File: config.mk
export PLATFORM = sky130hd
export DESIGN_NAME = mem_rr_arbiter_flat
export DESIGN_NICKNAME = d
export VERILOG_FILES = /design/src/rtl/mem_rr_arbiter_if.sv /design/src/rtl/mem_rr_arbiter.sv /design/src/flat_wrapper.sv
export SDC_FILE = /design/constraint.sdc
export NUM_CORES = 1
export LEC_CHECK = 0
export ABC_AREA = 1
export CAP_MARGIN = 20
export CELL_PAD_IN_SITES_DETAIL_PLACEMENT = 1
export CELL_PAD_IN_SITES_GLOBAL_PLACEMENT = 2
export CORE_MARGIN = 2
export CORE_UTILIZATION = 15
export DETAILED_ROUTE_END_ITERATION = 6
export PLACE_DENSITY_LB_ADDON = 0.3
export SLEW_MARGIN = 25
export SYNTH_ARGS = -nofsm -noshare
export SYNTH_HDL_FRONTEND = slang
export SYNTH_SLANG_ARGS = --single-unit
File: constraint.sdc
create_clock -name clk -period 1.9 [get_ports clk]
set_input_delay 0.475 -clock clk [delete_from_list [all_inputs] [get_ports clk]]
set_output_delay 0.475 -clock clk [all_outputs]
set_load 0.05 [all_outputs]
File: src/rtl/mem_rr_arbiter_if.sv
// Native picorv32 valid/ready memory bus, N_PORTS lanes wide; the read data is shared by all lanes.
interface mem_rr_arbiter_if #(
  parameter int unsigned N_PORTS = 1
) ();
  logic [N_PORTS-1:0]    valid;
  logic [32*N_PORTS-1:0] addr;
  logic [32*N_PORTS-1:0] wdata;
  logic [4*N_PORTS-1:0]  wstrb;
  logic [N_PORTS-1:0]    ready;
  logic [31:0]           rdata;

  modport master (output valid, addr, wdata, wstrb, input ready, rdata);
  modport slave  (input valid, addr, wdata, wstrb, output ready, rdata);
endinterface

File: src/rtl/mem_rr_arbiter.sv
// Request-driven round-robin arbiter sharing one memory slave between N_PORTS cores,
// with a per-transaction timeout that completes a hung access and flags the port.
module mem_rr_arbiter #(
  parameter int unsigned N_PORTS        = 4,
  parameter int unsigned PORT_BITS      = 2,
  parameter int unsigned TIMEOUT_CYCLES = 255
) (
  input  logic                 clk,
  input  logic                 resetn,
  mem_rr_arbiter_if.slave      req,
  mem_rr_arbiter_if.master     mem,
  output logic [PORT_BITS-1:0] grant_id,
  output logic                 busy,
  output logic [N_PORTS-1:0]   err
);

  localparam int unsigned CNT_W = (TIMEOUT_CYCLES > 2) ? $clog2(TIMEOUT_CYCLES) : 1;

  typedef enum logic [1:0] {IDLE = 2'd0, ISSUE = 2'd1, RESP = 2'd2} state_t;

  state_t               state, state_nxt;
  logic [PORT_BITS-1:0] ptr, gnt_idx;
  logic                 gnt_found;
  logic [CNT_W-1:0]     cnt;
  logic                 timeout_hit;
  logic [31:0]          addr_q, wdata_q, rdata_q;
  logic [3:0]           wstrb_q;
  int unsigned          srch_j;

  // First requesting port at or above the pointer, wrapping modulo N_PORTS.
  always_comb begin
    gnt_found = 1'b0;
    gnt_idx   = '0;
    srch_j    = 0;
    for (int unsigned i = 0; i < N_PORTS; i++) begin
      srch_j = (32'(ptr) + i) % N_PORTS;
      if (!gnt_found && req.valid[srch_j]) begin
        gnt_found = 1'b1;
        gnt_idx   = PORT_BITS'(srch_j);
      end
    end
  end

  assign timeout_hit = (TIMEOUT_CYCLES != 0) && (cnt == CNT_W'(TIMEOUT_CYCLES - 1));

  always_ff @(posedge clk) begin
    if (!resetn) state <= IDLE;
    else         state <= state_nxt;
  end

  always_comb begin
    state_nxt = state;
    case (state)
      IDLE:    if (gnt_found) state_nxt = ISSUE;
      ISSUE:   if (mem.ready[0] || timeout_hit) state_nxt = RESP;
      RESP:    state_nxt = IDLE;
      default: state_nxt = IDLE;
    endcase
  end

  always_ff @(posedge clk) begin
    if (!resetn) begin
      ptr      <= '0;
      grant_id <= '0;
      cnt      <= '0;
      addr_q   <= '0;
      wdata_q  <= '0;
      wstrb_q  <= '0;
      rdata_q  <= '0;
      err      <= '0;
    end else begin
      case (state)
        IDLE: if (gnt_found) begin
          addr_q   <= req.addr[32*gnt_idx +: 32];
          wdata_q  <= req.wdata[32*gnt_idx +: 32];
          wstrb_q  <= req.wstrb[4*gnt_idx +: 4];
          grant_id <= gnt_idx;
          ptr      <= PORT_BITS'((32'(gnt_idx) + 1) % N_PORTS);
          cnt      <= '0;
        end
        ISSUE: begin
          // A same-cycle mem_ready wins over the timeout.
          if (mem.ready[0]) begin
            rdata_q <= mem.rdata;
          end else if (timeout_hit) begin
            rdata_q       <= '0;
            err[grant_id] <= 1'b1;
          end else begin
            cnt <= cnt + CNT_W'(1);
          end
        end
        default: ;
      endcase
    end
  end

  always_comb begin
    mem.valid = state == ISSUE;
    mem.addr  = addr_q;
    mem.wdata = wdata_q;
    mem.wstrb = wstrb_q;
    busy      = state != IDLE;
    req.ready = '0;
    if (state == RESP) req.ready[grant_id] = 1'b1;
    req.rdata = rdata_q;
  end

endmodule

File: src/flat_wrapper.sv
// flat-port wrapper written by rule: the top's interface ports become plain ports
module mem_rr_arbiter_flat 
#(
  parameter int unsigned N_PORTS        = 4,
  parameter int unsigned PORT_BITS      = 2,
  parameter int unsigned TIMEOUT_CYCLES = 255
)
  (clk, resetn, grant_id, busy, err, req_valid, req_addr, req_wdata, req_wstrb, req_ready, req_rdata, mem_valid, mem_addr, mem_wdata, mem_wstrb, mem_ready, mem_rdata);
  mem_rr_arbiter_if #(.N_PORTS(N_PORTS)) req_i ();
  mem_rr_arbiter_if #(.N_PORTS(N_PORTS)) mem_i ();
  input  logic clk;
  input  logic resetn;
  output logic [PORT_BITS-1:0] grant_id;
  output logic busy;
  output logic [N_PORTS-1:0] err;
  input wire logic [$bits(req_i.valid)-1:0] req_valid;
  input wire logic [$bits(req_i.addr)-1:0] req_addr;
  input wire logic [$bits(req_i.wdata)-1:0] req_wdata;
  input wire logic [$bits(req_i.wstrb)-1:0] req_wstrb;
  output wire logic [$bits(req_i.ready)-1:0] req_ready;
  output wire logic [$bits(req_i.rdata)-1:0] req_rdata;
  output wire logic [$bits(mem_i.valid)-1:0] mem_valid;
  output wire logic [$bits(mem_i.addr)-1:0] mem_addr;
  output wire logic [$bits(mem_i.wdata)-1:0] mem_wdata;
  output wire logic [$bits(mem_i.wstrb)-1:0] mem_wstrb;
  input wire logic [$bits(mem_i.ready)-1:0] mem_ready;
  input wire logic [$bits(mem_i.rdata)-1:0] mem_rdata;
  assign req_i.valid = req_valid;
  assign req_i.addr = req_addr;
  assign req_i.wdata = req_wdata;
  assign req_i.wstrb = req_wstrb;
  assign req_ready = req_i.ready;
  assign req_rdata = req_i.rdata;
  assign mem_valid = mem_i.valid;
  assign mem_addr = mem_i.addr;
  assign mem_wdata = mem_i.wdata;
  assign mem_wstrb = mem_i.wstrb;
  assign mem_i.ready = mem_ready;
  assign mem_i.rdata = mem_rdata;
  mem_rr_arbiter #(.N_PORTS(N_PORTS), .PORT_BITS(PORT_BITS), .TIMEOUT_CYCLES(TIMEOUT_CYCLES)) u_core (.clk(clk), .resetn(resetn), .req(req_i), .mem(mem_i), .grant_id(grant_id), .busy(busy), .err(err));
endmodule
==> results.ini, run 1 <==
[run_status]
outcome=complete, but fails checks
violations=negative setup slack

[clock_tree]
clk_pin_slew_ps=70
cts_buffer_depth=2
cts_buffers=17
cts_tree=yes
clkLatencyLatePin_ps=470
cts_hold_buf=0
numClockSinks=118
htreeDepth=4
cts_root_buf=clkbuf_16

[sta]
fin_crit_sh_pct=107.4
setup_viol=78
hold_viol_final=0
maxSlewViolCount=0
fin_worst_skew_ps=9.905
final.setup.tns_ps=-5757
min_period_ps=2040
setup_ws_ps=-140.3
maxClockFrequency_ghz=0.4901
rsz0062_at_grt=true
timing.hold.ws_ps=448.9

[layout]
multi_input_area_um2=5487
seq_area_um2=2380
layout_common_cells=nand2_1 (346), clkdlybuf4s50_1 (307), nand3_1 (266), conb_1 (207), buf_4 (158)
mostFrequentLayoutCell=nand2_1
nets=2146
final_cell_area_um2=15650
drive_gt1_share_pct=24.96
syn2layout_area_growth_pct=82.09
fill_cells=6841

[worst_setup_path]
cpMaxStageDelayCell=dfxtp_4
cpPeakStageDelay_ps=410
crit_buf_inv=5
worstSetupStartpointType=flip-flop
r2r_slack_ps=-140
cp_max_fo=8
worstSetupPathType=reg2reg
cp_top_family=simple AND/OR/NAND/NOR gates
crit_chain=buf_8, nand2_4, nand3_4, nand2_4, nor2_4, nand3_4, nand3_4, buf_6, buf_12, buf_12, nand2_2, nand3_2, nand3_2, nand2_1, inv_1
required_ps=2270
worstSetupEndpointType=flip-flop
cp_common_cell=nand3_4
crit_arrival_ps=2410

[floorplanning]
coreArea_um2=56500
die_w_um=243.4
ios=633
dieArea_um2=59230
rows=87
initial_core_util_pct=15.21
die_h_um=243.4

[route]
first_iter_violations=252
ant_nets=0
routedWlPerCell_um=18.80
routed_wl_mm=48.89
drt_pass1_iterations=4
vias_per_cell=3.863
vias=10045
drc=0

[synthesis]
synth_top_area_share_pct=27.49
synth-seq-area-share_pct=27.49
netlist_instances=1345
yosys_warnings=0
yosys.area.top_type=dfxtp_1
synth_flop_cell=dfxtp_1
netlist_area_um2=8594
synth_cell_types=28
synth-async-reset-ratio_pct=0
synth_area_leaders=dfxtp_1 (27%), nand3_1 (20%), buf_4 (19%), nand2_1 (18%), inv_1 (2.8%)
ys_ff_latch=118
synth_edf_count=0
syn_avg_cell_area_um2=6.390

[global_route]
grt_pass1_wl_mm=67.43
grt_use_total_pct=15.33
grt-ovfl-total=0
antenna_found_initial=4
grt_pass1_vias=10494
grt_max_degree=64

[place]
place.gp.congestion=0.7803
dp_slack_ps=-775.3
place_area_um2=13170
dpl.hpwl_mm=32.85
port_buffers=422

[pwr]
power_density_nw_per_um2=1826
leakagePower_nw=7.199
ir_drop_v=0.0007896

[job]
drv_cap=0

[hold_path]
hold_class=reg2reg

cell families (layout without fill, tap and decap cells):
kind of cell    after synthesis  after routing  share of synthesized area [%]
xor+xnor                      4              4                         0.4076
compound gates               54             54                          3.246
fa+ha+maj                     2              2                         0.2911
other cells                   1            208                        0.04363
flops                       118            118                          27.49
buf+inv                     362            653                          27.09
simple gates                804            805                          41.43
synth_stat cells (5+ instances only):
| cell | n |
|---|---|
| a21oi_1 | 42 |
| buf_2 | 37 |
| buf_4 | 220 |
| buf_6 | 13 |
| clkbuf_1 | 20 |
| dfxtp_1 | 118 |
| inv_1 | 64 |
| inv_2 | 5 |
| nand2_1 | 403 |
| nand3_1 | 336 |
| nand3_2 | 11 |
| nor2_1 | 39 |
| o21ai_0 | 7 |
through the flow:
stage / power [W] / utilization, % / cells
3_3_place_gp: 0.01947 / 23.30 / 2507
3_5_place_dp: 0.01957 / 23.30 / 2507
6_report: 0.02858 / 27.70 / 2600
4_1_cts: 0.02726 / 26.46 / 2583
2_1_floorplan: 0.01373 / - / 1551
5_1_grt: 0.03058 / 27.70 / 2599
worst paths after layout:
check	from	end	cells after the start
worst max-delay path	u_core.ptr[0]	u_core.addr_q[14]	15
worst min register to register	u_core.err[2]	u_core.err[2]	2
worst max register to register	u_core.ptr[0]	u_core.addr_q[14]	15
worst min-delay path	u_core.err[2]	u_core.err[2]	2
state kept, by name, indices dropped and copies added, names as in the netlist, 4 cells and up:
register,count
u_core.addr_q,32
u_core.cnt,8
u_core.err,4
u_core.req.rdata,32
u_core.wdata_q,32
u_core.wstrb_q,4
power breakdown:
| part | switching, W | internal (W) |
|---|---|---|
| sequential | 0.000408 | 0.00313 |
| combinational | 0.0130 | 0.00865 |
| clock | 0.00155 | 0.00186 |
routing by layer:
layer  track usage (%)  vias up  share of wire (%)
li1                  -     4907                  -
met1             17.87     4725                 42
met2             26.77      358                 50
met3             4.869       47                6.7
met4             4.367        8                1.7
met5                 0        -               0.11
worst reg2reg max path: stages (launching register included):
cell and delay, ps:
dfxtp_4 410, buf_8 160, nand2_4 70, nand3_4 70, nand2_4 70, nor2_4 160, nand3_4 130, nand3_4 190
buf_6 160, buf_12 140, buf_12 110, nand2_2 40, nand3_2 50, nand3_2 70, nand2_1 70, inv_1 40
cell type report:
class / count / area share [%]
multi-input combinational: 1072 / 35.06
inverter: 69 / 1.943
tap: 756 / 6.044
clock buffer: 17 / 2.718
sequential: 118 / 15.21
clock inverter: 15 / 1.015
timing repair buffer: 552 / 38.00
antenna: 1 / 0.01599
repair_timing:
item,4_1_cts,5_1_grt
pin swaps,29,39
cloned,15,10
gates resized for setup,143,119
setup endpoints to repair,85,86
buffers inserted,29,9
Note: power is estimated with default switching activity, not from simulation.
==> run 2, diff against run 1 <==
- CORE_MARGIN: 2 -> 5
==> run 2 against run 1 <==
Compared with the run above:
- largest cell class unchanged
- register-to-register slack lost 20 ps
- largest power group unchanged
- the flow still finishes with violations (negative setup slack)
- clock skew grew 1.7 ps
- die area grew 5.0%
- routed wire length grew 3.9%
- combinational power grew 2%
- core utilization grew 0.52 points
- critical path type unchanged
==> results.ini, run 2 (synthesis results as in run 1) <==
[floorplanning]
ios=633  ; unchanged
initial_core_util_pct=15.18  ; -0.029 points
rows=87  ; unchanged
dieArea_um2=62180  ; +5.0%
die_w_um=249.4  ; +2.5%
die_h_um=249.4  ; +2.5%
coreArea_um2=56600  ; +0.19%

[pwr]
power_switching_w=0.01532  ; +2.5%
switching_share_pct=52.97  ; +0.68 points
clkPwrFrac_pct=11.7  ; -0.2 points
ir_drop_v=0.0007880  ; -0.20%
combPwrFrac_pct=76.0  ; +0.3 points
leakagePower_nw=7.324  ; +1.7%
seqPwrFrac_pct=12.3  ; about the same
intPower_w=0.01360  ; -0.27%
power_density_nw_per_um2=1810  ; -0.88%

[hold_path]
hold_class=reg2reg

[route]
drc=0  ; unchanged
first_iter_violations=256  ; +1.6%
ant_nets=0  ; unchanged
routedWlPerCell_um=19.52  ; +3.8%
drt_pass1_iterations=4  ; unchanged
routed_wl_mm=50.80  ; +3.9%
vias=10168  ; +1.2%
vias_per_cell=3.908  ; +1.1%

[sta]
min_period_ps=2065  ; +24.64 ps
setup_viol=78  ; unchanged
fin_crit_sh_pct=108.7  ; +1.3 points
maxSlewViolCount=0  ; unchanged
rsz0062_at_grt=true
final.setup.tns_ps=-7947  ; -2190 ps
hold_viol_final=0  ; unchanged
maxClockFrequency_ghz=0.4843  ; -1.2%
timing.hold.ws_ps=448.9  ; -0.03300 ps
setup_ws_ps=-165.0  ; -24.64 ps
fin_worst_skew_ps=11.64  ; +1.740 ps

[global_route]
antenna_found_initial=9  ; +5
grt_pass1_wl_mm=72.18  ; +7.1%
grt_use_total_pct=15.42  ; +0.086 points
grt-ovfl-total=0  ; unchanged
grt_pass1_vias=10986  ; +4.7%
grt_max_degree=34  ; -47%

[layout]
fill_cells=6796  ; -0.66%
mostFrequentLayoutCell=nand2_1
drive_gt1_share_pct=28.04  ; +3.1 points
seq_area_um2=2380  ; unchanged
syn2layout_area_growth_pct=85.85
final_cell_area_um2=15970  ; +2.1%
multi_input_area_um2=5809  ; +5.9%
layout_common_cells=nand2_1 (336), clkdlybuf4s50_1 (308), nand3_1 (222), conb_1 (207), buf_4 (157)
nets=2147  ; +0.047%

[worst_setup_path]
cp_max_fo=7  ; -1
worstSetupStartpointType=flip-flop
crit_arrival_ps=2500  ; +90 ps
worstSetupPathType=reg2reg
worstSetupEndpointType=flip-flop
required_ps=2330  ; +60 ps

[clock_tree]
numClockSinks=118  ; unchanged
clkLatencyLatePin_ps=490  ; +20 ps
clk_pin_slew_ps=70  ; about the same
cts_buffer_depth=2  ; unchanged
cts_hold_buf=0  ; unchanged
cts_tree=yes
htreeDepth=4  ; unchanged
cts_root_buf=clkbuf_16
cts_buffers=17  ; unchanged

[place]
port_buffers=422  ; unchanged
place.gp.congestion=0.7920  ; +1.5%
dpl.hpwl_mm=35.70  ; +8.7%
place_area_um2=13260  ; +0.75%

[run_status]
violations=negative setup slack
outcome=complete, but fails checks

[job]
drv_cap=0  ; unchanged

run 2: through the flow:
step | std cells | total power (W) | utilization [%] | setup slack [ps]
2_1_floorplan | 1551 | 0.01373 | - | 13.89
3_3_place_gp | 2518 | 0.01935 | 23.43 | -718.0
3_5_place_dp | 2518 | 0.01950 | 23.43 | -750.2
4_1_cts | 2592 | 0.02797 | 26.86 | -189.4
5_1_grt | 2601 | 0.03089 | 28.21 | -263.2
6_report | 2602 | 0.02892 | 28.22 | -165.0
run 2: final cells by class:
class	instances	share of cell area (%)
clock buffer	17	2.663
sequential	118	14.90
inverter	69	1.919
clock inverter	15	0.9792
antenna	2	0.03133
tap	756	5.922
timing repair buffer	553	37.22
multi-input combinational	1072	36.37
run 2: power groups by stage:
stage | Clock (W) | Sequential (W) | Combinational [W]
6_report | 0.00338 | 0.00355 | 0.0220
2_1_floorplan | 0 | 0.00533 | 0.00840
4_1_cts | 0.00355 | 0.00355 | 0.0209
3_5_place_dp | 0 | 0.00356 | 0.0159
3_3_place_gp | 0 | 0.00355 | 0.0158
5_1_grt | 0.00363 | 0.00364 | 0.0236
run 2: per-layer routing:
layer	up-vias	share of wire [%]	global-route usage, %
met5	-	0.13	0
met4	10	1.6	3.528
met3	49	7.0	5.690
met2	359	51	27.96
met1	4834	40	17.21
li1	4916	-	-
run 2: worst max-delay path: stages, from the launching register on:
cell,delay [ps]
dfxtp_4,420
buf_12,160
nand2_8,60
nand3_1,120
nand2_2,100
inv_2,100
nand4_1,140
nand2_4,180
clkinv_8,100
buf_12,160
buf_12,150
buf_6,120
nand3_2,70
nand3_2,60
nand2_1,60
run 2: timing repair:
| action | CTS | global route |
|---|---|---|
| setup endpoints to repair | 84 | 116 |
| cloned | 15 | 8 |
| setup buffers | 28 | 4 |
| resized for setup | 173 | 158 |
| pin swaps | 45 | 86 |
run 2: path summary, 6_finish.rpt:
check	startpoint	to	slack, ps	depth (start not counted)
min	u_core.wdata_q[26]	u_core.wdata_q[26]	450	2
min reg2reg	u_core.wdata_q[26]	u_core.wdata_q[26]	450	2
max reg2reg	u_core.ptr[0]	u_core.wdata_q[5]	-160	14
max	u_core.ptr[0]	u_core.wdata_q[5]	-160	14
==> run 3, diff against run 2 <==
- SKIP_CTS_REPAIR_TIMING: unset -> 1
==> run 3 against run 2 <==
Compared with the run above:
- the run still ends with negative setup slack left
- largest power group unchanged
- design area is 2.1% lower
- highest routed layer unchanged
- clock skew rose by 1.8 ps
- via count down 0.35%
==> results.ini, run 3 (synthesis results as in run 1) <==
[pwr]
power_switching_w=0.01518  ; -0.86%
seqPwrFrac_pct=12.2  ; about the same
leakagePower_nw=7.209  ; -1.6%
switching_share_pct=52.44  ; -0.53 points
combPwrFrac_pct=76.2  ; +0.2 points
ir_drop_v=0.0007464  ; -5.3%
intPower_w=0.01377  ; +1.3%
power_density_nw_per_um2=1852  ; +2.3%
fin_total_pwr_w=0.02896  ; +0.13%
clkPwrFrac_pct=11.6  ; about the same

[clock_tree]
cts_buffers=17  ; unchanged
cts_root_buf=clkbuf_16
clkLatencyLatePin_ps=480  ; about the same
cts_buffer_depth=2  ; unchanged
clk_pin_slew_ps=70  ; about the same
numClockSinks=118  ; unchanged
htreeDepth=4  ; unchanged
cts_tree=yes

[sta]
setup_viol=80  ; +2.6%
hold_viol_final=0  ; unchanged
rsz0062_at_grt=true
fin_crit_sh_pct=109.8  ; +1.1 points
fin_worst_skew_ps=13.40  ; +1.752 ps
maxClockFrequency_ghz=0.4792  ; -1.0%
setup_ws_ps=-186.7  ; -21.75 ps
maxSlewViolCount=0  ; unchanged
min_period_ps=2087  ; +21.75 ps

[run_status]
outcome=complete, but fails checks
violations=negative setup slack

[worst_setup_path]
reg2reg_from=u_core.ptr[0]
crit_buf_inv=5  ; -1
r2r_slack_ps=-190  ; -20 ps
cp_common_cell=buf_12
cp.depth=15  ; +1
cp_top_family=simple AND/OR/NAND/NOR gates
r2r.worst_path.cells=15  ; +1
cp_max_fo=8  ; +1
worstSetupStartpointType=flip-flop
crit_arrival_ps=2460  ; -40 ps
cpPeakStageDelay_ps=380  ; -40 ps
cpMaxStageDelayCell=dfxtp_4
worstSetupPathType=reg2reg
crit_chain=buf_12, nand2_2, nand2_4, nand2_2, nand2_2, nor2_4, nand3_4, buf_6, nand2_8, nor2_4, buf_12, buf_12, buf_12, nand3_1, nand2_1
worstSetupEndpointType=flip-flop
required_ps=2270  ; -60 ps
r2r_end=u_core.addr_q[16]

[place]
dpl.hpwl_mm=35.70  ; unchanged
place.gp.congestion=0.7920  ; unchanged
port_buffers=422  ; unchanged

[hold_path]
min_to=u_core.wdata_q[2]
hold_class=reg2reg
hold_depth=2  ; unchanged
hold_start=u_core.wdata_q[2]

[job]
drv_cap=0  ; unchanged

[floorplanning]
initial_core_util_pct=15.18  ; unchanged
ios=633  ; unchanged
coreArea_um2=56600  ; unchanged
rows=87  ; unchanged
die_w_um=249.4  ; unchanged
dieArea_um2=62180  ; unchanged
die_h_um=249.4  ; unchanged

[global_route]
antenna_found_initial=9  ; unchanged
grt_pass1_vias=10473  ; -4.7%
grt_use_total_pct=13.72  ; -1.7 points
grt_max_degree=41  ; +21%
grt-ovfl-total=0  ; unchanged
grt_pass1_wl_mm=65.60  ; -9.1%

[layout]
drive_gt1_share_pct=24.73  ; -3.3 points
nets=2155  ; +0.37%
final_core_util_pct=27.63  ; -0.59 points
layout_common_cells=nand2_1 (339), clkdlybuf4s50_1 (310), nand3_1 (270), conb_1 (207), buf_4 (164)
syn2layout_area_growth_pct=81.95
mostFrequentLayoutCell=nand2_1

[route]
first_iter_violations=320  ; +25%
routedWlPerCell_um=19.91  ; +2.0%
drt_pass1_iterations=4  ; unchanged
vias_per_cell=3.882  ; -0.66%
vias=10132  ; -0.35%
ant_nets=0  ; unchanged
routed_wl_mm=51.98  ; +2.3%
drc=0  ; unchanged

==> run 3: area by class of cell <==
cell class	instances	area, µm²
clock inverters	15	156.4
fillers	6844	40970
inverters	69	291.5
flip-flops and latches	118	2372
clock buffers	17	425.4
diodes	2	5.005
repair buffers	562	6026
multi-input cells	1071	5415
well taps	756	945.9
==> run 3: worst max-delay path by stage <==
stage | from | to
finish | u_core.ptr[0] | u_core.addr_q[16]
global route | u_core.ptr[0] | u_core.addr_q[26]
CTS | u_core.ptr[1] | u_core.wdata_q[10]
detailed placement | req_valid[3] | u_core.wdata_q[10]
global placement | req_valid[3] | u_core.wdata_q[10]
floorplan | u_core.grant_id[1] | req_ready[2]
==> run 3: per-layer routing <==
layer,vias up,share of wire [%],track usage [%]
met5,-,0.11,0
met4,10,1.2,3.293
met3,44,7.5,5.711
met2,354,51,24.45
met1,4798,40,15.22
li1,4926,-,-
==> run 3: metrics by stage <==
stage	cells	setup TNS (ps)	setup slack [ps]	area, µm²	hold WS, ps
floorplan	1551	0	13.89	9399	456.0
global placement	2518	-51700	-718.0	13260	439.6
detailed placement	2518	-52400	-750.2	13260	443.6
CTS	2550	-25650	-428.6	13850	458.2
global route	2609	-19340	-290.2	15640	468.1
finish	2610	-9064	-186.7	15640	450.7
==> run 3: tightest hold or removal path, cell delays in order, from the launching register on <==
cell	delay, ps
dfxtp_1	320
nand2_1	60
nand2_1	40
==> run 3: power by group through the flow <==
stage	Clock (W)	Sequential, W	Combinational (W)
CTS	0.00355	0.00352	0.0160
finish	0.00337	0.00353	0.0221
floorplan	0	0.00533	0.00840
global route	0.00364	0.00361	0.0236
detailed placement	0	0.00356	0.0159
global placement	0	0.00355	0.0158
